$ cat config.mk
export PLATFORM = sky130hd
export DESIGN_NAME = memwb_pipe
export DESIGN_NICKNAME = d
export VERILOG_FILES = /design/src/rtl/memwb_pipe.sv
export SDC_FILE = /design/constraint.sdc
export NUM_CORES = 1
export LEC_CHECK = 0
export ABC_AREA = 1
export CORE_ASPECT_RATIO = 1.5
export CORE_MARGIN = 4
export CORE_UTILIZATION = 51
export CTS_CLUSTER_DIAMETER = 50
export CTS_CLUSTER_SIZE = 14
export DETAILED_ROUTE_END_ITERATION = 7
export PLACE_DENSITY = 0.85
export SYNTH_ARGS = -nofsm -noshare
export SYNTH_HDL_FRONTEND = slang
export SYNTH_SLANG_ARGS = --single-unit
$ cat constraint.sdc
create_clock -name i_clk -period 3.3 [get_ports i_clk]
set_input_delay 0.66 -clock i_clk [delete_from_list [all_inputs] [get_ports i_clk]]
set_output_delay 0.66 -clock i_clk [all_outputs]
set_load 0.01 [all_outputs]
$ cat src/rtl/memwb_pipe.sv
// Memory/writeback pipeline stage.
// Issues one memory request at a time to an in-order memory port and tracks
// up to DEPTH outstanding transactions in a pending FIFO. Responses pop the
// FIFO and produce register writeback combinationally. Non-memory ops write
// back with zero latency, but only when nothing is pending, so writes stay in
// program order.
module memwb_pipe #(
    parameter int unsigned RW    = 16,
    parameter int unsigned REGNO = 8,
    parameter int unsigned DEPTH = 4
) (
    input  logic               i_clk,
    input  logic               i_rst_n,
    input  logic               i_submit,
    output logic               o_ready,
    input  logic [RW-1:0]      i_data,
    input  logic [RW-1:0]      i_addr,
    input  logic [REGNO-1:0]   i_reg_ie,
    input  logic               i_mem_access,
    input  logic               i_mem_we,
    input  logic               i_mem_byte,
    input  logic               i_mem_sext,
    output logic [REGNO-1:0]   o_reg_ie,
    output logic [RW-1:0]      o_reg_data,
    output logic               o_mem_req,
    output logic [RW-1:0]      o_mem_addr,
    output logic [RW-1:0]      o_mem_data,
    output logic               o_mem_we,
    output logic [RW/8-1:0]    o_mem_sel,
    input  logic               i_mem_gnt,
    input  logic               i_mem_rvalid,
    input  logic [RW-1:0]      i_mem_data,
    output logic               o_busy,
    output logic               o_err
);

    localparam int unsigned NB = RW / 8;
    localparam int unsigned LW = (NB > 1) ? $clog2(NB) : 1;
    localparam int unsigned PW = $clog2(DEPTH);
    localparam int unsigned CW = PW + 1;

    // Occupancy, pointers and sticky error
    logic [CW-1:0]    count_q, count_d;
    logic [PW-1:0]    wr_ptr_q, wr_ptr_d;
    logic [PW-1:0]    rd_ptr_q, rd_ptr_d;
    logic             err_q, err_d;

    // Registered memory request
    logic             req_q, req_d;
    logic [RW-1:0]    addr_q, addr_d;
    logic [RW-1:0]    mdata_q, mdata_d;
    logic             we_q, we_d;
    logic [NB-1:0]    sel_q, sel_d;

    // Pending FIFO storage: {reg_ie, byte, sext, lane, we}
    logic [REGNO-1:0] fifo_ie_q   [DEPTH];
    logic             fifo_byte_q [DEPTH];
    logic             fifo_sext_q [DEPTH];
    logic [LW-1:0]    fifo_lane_q [DEPTH];
    logic             fifo_we_q   [DEPTH];

    // Handshake and control
    logic             empty;
    logic             full;
    logic             pop;
    logic             push;
    logic             accept;
    logic             alu_wb;
    logic             stall_req;
    logic             full_block;
    logic             order_block;
    logic [LW-1:0]    lane_in;

    // FIFO head view
    logic [REGNO-1:0] head_ie;
    logic             head_byte;
    logic             head_sext;
    logic [LW-1:0]    head_lane;
    logic             head_we;
    logic [7:0]       head_rbyte;
    logic [RW-1:0]    load_data;

    // Handshake: a pending ungranted request, a full FIFO with no pop, or a
    // non-memory op behind outstanding loads all block acceptance.
    always_comb begin
        empty       = (count_q == '0);
        full        = (count_q == CW'(DEPTH));
        pop         = i_mem_rvalid && !empty;
        stall_req   = req_q && !i_mem_gnt;
        full_block  = full && !pop;
        order_block = i_submit && !i_mem_access && !empty;
        o_ready     = i_rst_n && !stall_req && !full_block && !order_block;
        accept      = i_submit && o_ready;
        push        = accept && i_mem_access;
        alu_wb      = accept && !i_mem_access;
        lane_in     = i_addr[LW-1:0];
    end

    // Next request: load on accept (back-to-back when granted), drop on grant
    always_comb begin
        req_d   = req_q;
        addr_d  = addr_q;
        mdata_d = mdata_q;
        we_d    = we_q;
        sel_d   = sel_q;
        if (push) begin
            req_d  = 1'b1;
            addr_d = i_addr;
            we_d   = i_mem_we;
            if (i_mem_byte) begin
                sel_d = NB'(1) << lane_in;
            end else begin
                sel_d = '1;
            end
            if (i_mem_byte && i_mem_we) begin
                mdata_d = {NB{i_data[7:0]}};
            end else begin
                mdata_d = i_data;
            end
        end else if (i_mem_gnt) begin
            req_d = 1'b0;
        end
    end

    // Occupancy, pointer and error next-state
    always_comb begin
        count_d  = count_q;
        wr_ptr_d = wr_ptr_q;
        rd_ptr_d = rd_ptr_q;
        err_d    = err_q;
        if (push) begin
            wr_ptr_d = wr_ptr_q + PW'(1);
        end
        if (pop) begin
            rd_ptr_d = rd_ptr_q + PW'(1);
        end
        if (push && !pop) begin
            count_d = count_q + CW'(1);
        end else if (pop && !push) begin
            count_d = count_q - CW'(1);
        end
        if (i_mem_rvalid && empty) begin
            err_d = 1'b1;
        end
    end

    // Control state registers
    always_ff @(posedge i_clk or negedge i_rst_n) begin
        if (!i_rst_n) begin
            count_q  <= '0;
            wr_ptr_q <= '0;
            rd_ptr_q <= '0;
            err_q    <= 1'b0;
            req_q    <= 1'b0;
            addr_q   <= '0;
            mdata_q  <= '0;
            we_q     <= 1'b0;
            sel_q    <= '0;
        end else begin
            count_q  <= count_d;
            wr_ptr_q <= wr_ptr_d;
            rd_ptr_q <= rd_ptr_d;
            err_q    <= err_d;
            req_q    <= req_d;
            addr_q   <= addr_d;
            mdata_q  <= mdata_d;
            we_q     <= we_d;
            sel_q    <= sel_d;
        end
    end

    // Pending FIFO write; contents are qualified by occupancy, so no reset
    always_ff @(posedge i_clk) begin
        if (push) begin
            fifo_ie_q[wr_ptr_q]   <= i_reg_ie;
            fifo_byte_q[wr_ptr_q] <= i_mem_byte;
            fifo_sext_q[wr_ptr_q] <= i_mem_sext;
            fifo_lane_q[wr_ptr_q] <= lane_in;
            fifo_we_q[wr_ptr_q]   <= i_mem_we;
        end
    end

    // Head fields and selected response byte
    always_comb begin
        head_ie    = fifo_ie_q[rd_ptr_q];
        head_byte  = fifo_byte_q[rd_ptr_q];
        head_sext  = fifo_sext_q[rd_ptr_q];
        head_lane  = fifo_lane_q[rd_ptr_q];
        head_we    = fifo_we_q[rd_ptr_q];
        head_rbyte = '0;
        for (int unsigned b = 0; b < NB; b++) begin
            if (LW'(b) == head_lane) begin
                head_rbyte = i_mem_data[b*8 +: 8];
            end
        end
    end

    // Load result formatting: word pass-through or byte zero/sign-extend
    always_comb begin
        load_data = i_mem_data;
        if (head_byte) begin
            if (head_sext) begin
                load_data = {{(RW-8){head_rbyte[7]}}, head_rbyte};
            end else begin
                load_data = {{(RW-8){1'b0}}, head_rbyte};
            end
        end
    end

    // Writeback mux: load response or zero-latency ALU result (mutually exclusive)
    always_comb begin
        o_reg_ie   = '0;
        o_reg_data = '0;
        if (pop && !head_we && (head_ie != '0)) begin
            o_reg_ie   = head_ie;
            o_reg_data = load_data;
        end else if (alu_wb && (i_reg_ie != '0)) begin
            o_reg_ie   = i_reg_ie;
            o_reg_data = i_data;
        end
    end

    assign o_mem_req  = req_q;
    assign o_mem_addr = addr_q;
    assign o_mem_data = mdata_q;
    assign o_mem_we   = we_q;
    assign o_mem_sel  = sel_q;
    assign o_busy     = !empty;
    assign o_err      = err_q;

endmodule
==> out/metrics.yaml <==
yosys:
  synthDistinctLibCells: 32
  synthArstFlopShare_pct: 47.8
  yosys_register_bits: 92
  synth_top_family_by_area: "simple AND/OR/NAND/NOR gates"
  synthAdderAreaFrac_pct: 1.87
  synth_top_area_cell: "edfxtp_1"
  synth_most_common_cell: "nand2_1"
  ys_top_cells_by_area: "edfxtp_1 (33%), dfrtp_1 (25%), nand2_1 (20%)"
  avgSynthCellArea_um2: 8.87
  synth_seq_area_share_pct: 57.7
  synth_compound_area_share_pct: 3.97
  synth_xor_area_share_pct: 0.795
  synth-simple-area-share_pct: 30.4
  synthMuxAreaShare_pct: 0.255
  synth_top_area_share_pct: 32.7
  synth_edf_count: 48
  synthFlopType: "edfxtp_1"
  yosys-top-cells-count: "nand2_1 (234), edfxtp_1 (48), nand3_1 (48)"
  ys_warn_count: 0
  synthCells: 497
  synthesis.area_um2: 4410
  syn_nets: 568
die:
  pin_count: 128
  start_util_pct: 52.4
  row_count: 41
  coreArea_um2: 8410
  dieArea_um2: 10200
  die_width_um: 83.9
  die_h_um: 122
routing:
  vias: 3891
  dr.first_iter.drc_count: 267
  vias_per_cell: 5.21
  finalWirelength_mm: 12.3
  drc: 0
  wl_per_cell_um: 16.5
  ant_nets: 0
  drt_first_pass_iters: 4
setup_path:
  worstPathArrival_ps: 2600
  startpoint: "i_reg_ie[2]"
  r2r_cells: 9
  cp-start-kind: "input pin"
  path_cells: "clkdlybuf4s50_1, nor4_1, nand2_1, buf_4, nand3_1, nand2_1, clkdlybuf4s50_1"
  end_kind: "output pin"
  cp_slowest_stage_delay_ps: 520
  crit_fanout: 16
  worstReg2RegStart: "count_q[0]$_DFFE_PN0P_"
  critPathTopFamily: "buffers and inverters"
  crit_type: "input pin to output pin"
  cpMaxStageDelayCell: "clkdlybuf4s50_1"
  cp.depth: 7
  crit_buf_inv: 3
  cp.required_ps: 2640
timing:
  finalCritPeriodShare_pct: 98.9
  setup_slack_ps: 36.7
  clock_skew_ps: 7.58
  rsz0062_at_grt: "true"
  fin_setup_tns_ps: 0
  fin_crit_ps: 3260
  tightest_slew_ps: 554
  hold_viol: 0
  relSlewSlack_pct: 63.0
  report.final.slew_viol_count: 0
  fmax_mhz: 306
  finalSetupViolCount: 0
finish:
  final_layout_size_suffix_gt1_share_pct: 8.75
  fin_cells: 747
  antenna_cells: 0
  syn2layout_area_growth_pct: 41.1
  nets: 706
global_route:
  grt_start_max_net_pins: 45
  antenna_found_initial: 1
  grt_usage_pct: 24.0
  grt_pass1_wl_mm: 19.3
  gr-total-overflow: 0
  grt_pass1_vias: 4087
run:
  cap_violations: 0
placed_design:
  dpl_worst_slack_ps: -25.6
  portBuffers: 127
  hpwl_mm: 8.74
  placed_cells: 729
  gp_congestion: 0.862
clock_network:
  clock_path_buffers: 2
  cts_tree: "built"
  clkLatencyLatePin_ps: 340
  htreeDepth: 3
  clkTransAtPathRegs_ps: 60
  clock-root-buffer: "clkbuf_16"
  cts_buffers: 9
  clock_sinks: 92
power:
  p_per_area_nw_per_um2: 733
  p_total_mw: 4.56
  p_leak_nw: 2.92
  max-vdd-ir-drop_mv: 0.440
min_path:
  hold_class: "input pin to asynchronous set/reset pin"
status:
  run_status: "complete, no violations"
[power by group]
part           leakage (nW)  switching (mW)  internal (mW)
sequential            0.972           0.151           1.42
combinational          1.80            1.08          0.871
clock                 0.148           0.409          0.626
total                  2.92            1.64           2.92
[cell type report]
type                    instances  area [um^2]
flip-flops and latches         92         2540
fillers                       591         2190
multi-input cells             359         1650
repair buffers                148         1490
clock buffers                  12          256
well taps                     107          134
inverters                      25         98.8
clock inverters                 4         46.3
[worst paths after layout]
path,slack [ps],end
worst max-delay path,40,o_reg_data[2]
worst min-delay path,420,o_mem_sel[1]$_DFFE_PN0P_
worst max register to register,1220,count_q[2]$_DFFE_PN0P_
worst min register to register,480,o_mem_addr[3]$_DFFE_PN0P_
max in group asynchronous,2480,rd_ptr_q[1]$_DFFE_PN0P_
min in group i_clk,480,o_mem_addr[3]$_DFFE_PN0P_
[sequential cells by signal (all words and copies together), names as in the netlist, 3 cells and up]
signal / flops
count_q: 3
fifo_byte_q: 4
fifo_ie_q: 32
fifo_lane_q: 4
fifo_sext_q: 4
fifo_we_q: 4
o_mem_addr: 16
o_mem_data: 16
[cell families after synthesis]
| group | after synthesis |
|---|---|
| muxes | 1 |
| buffers and inverters | 46 |
| and+or+nand+nor | 317 |
| xor gates and xnor gates | 4 |
| adders and majority gates | 6 |
| AOI/OAI and AO/OA | 31 |
| DFF | 92 |
[timing repair]
| action | CTS | global route |
|---|---|---|
| pin swaps | 0 | 0 |
| setup buffers | 0 | 1 |
| endpoints found under the setup margin | 4 | 23 |
| hold buffers | 0 | 0 |
| cloned | 0 | 1 |
| resized for setup | 2 | 12 |
[through the flow]
step	hold slack, ps	cell area [um^2]	utilization, %
5_1_grt	470	6220	73.9
4_1_cts	439	6160	73.2
6_report	420	6220	73.9
3_5_place_dp	462	5850	69.5
3_3_place_gp	454	5850	69.5
2_1_floorplan	364	4410	-
[cells in the final DEF, fill, tap and decap left out, types with 5 or more instances in the layout]
cell type,count
inv_1,21
nand4_1,7
clkdlybuf4s50_1,117
dfrtp_1,43
nand2_1,234
nand3_1,47
dlymetal6s2s_1,8
buf_4,17
edfxtp_1,48
o21ai_0,21
nor2_1,14
ha_1,5
clkbuf_16,10
[layer usage]
| layer | track usage [%] | part of all wire, % | routed length [um] |
|---|---|---|---|
| met1 | 25.7 | 36 | 4440 |
| met2 | 43.6 | 53 | 6570 |
| met3 | 8.39 | 8.5 | 1050 |
| met4 | 8.55 | 1.9 | 229 |
| met5 | 0 | 0.098 | 12 |
Power figures use the tool's default switching activity.
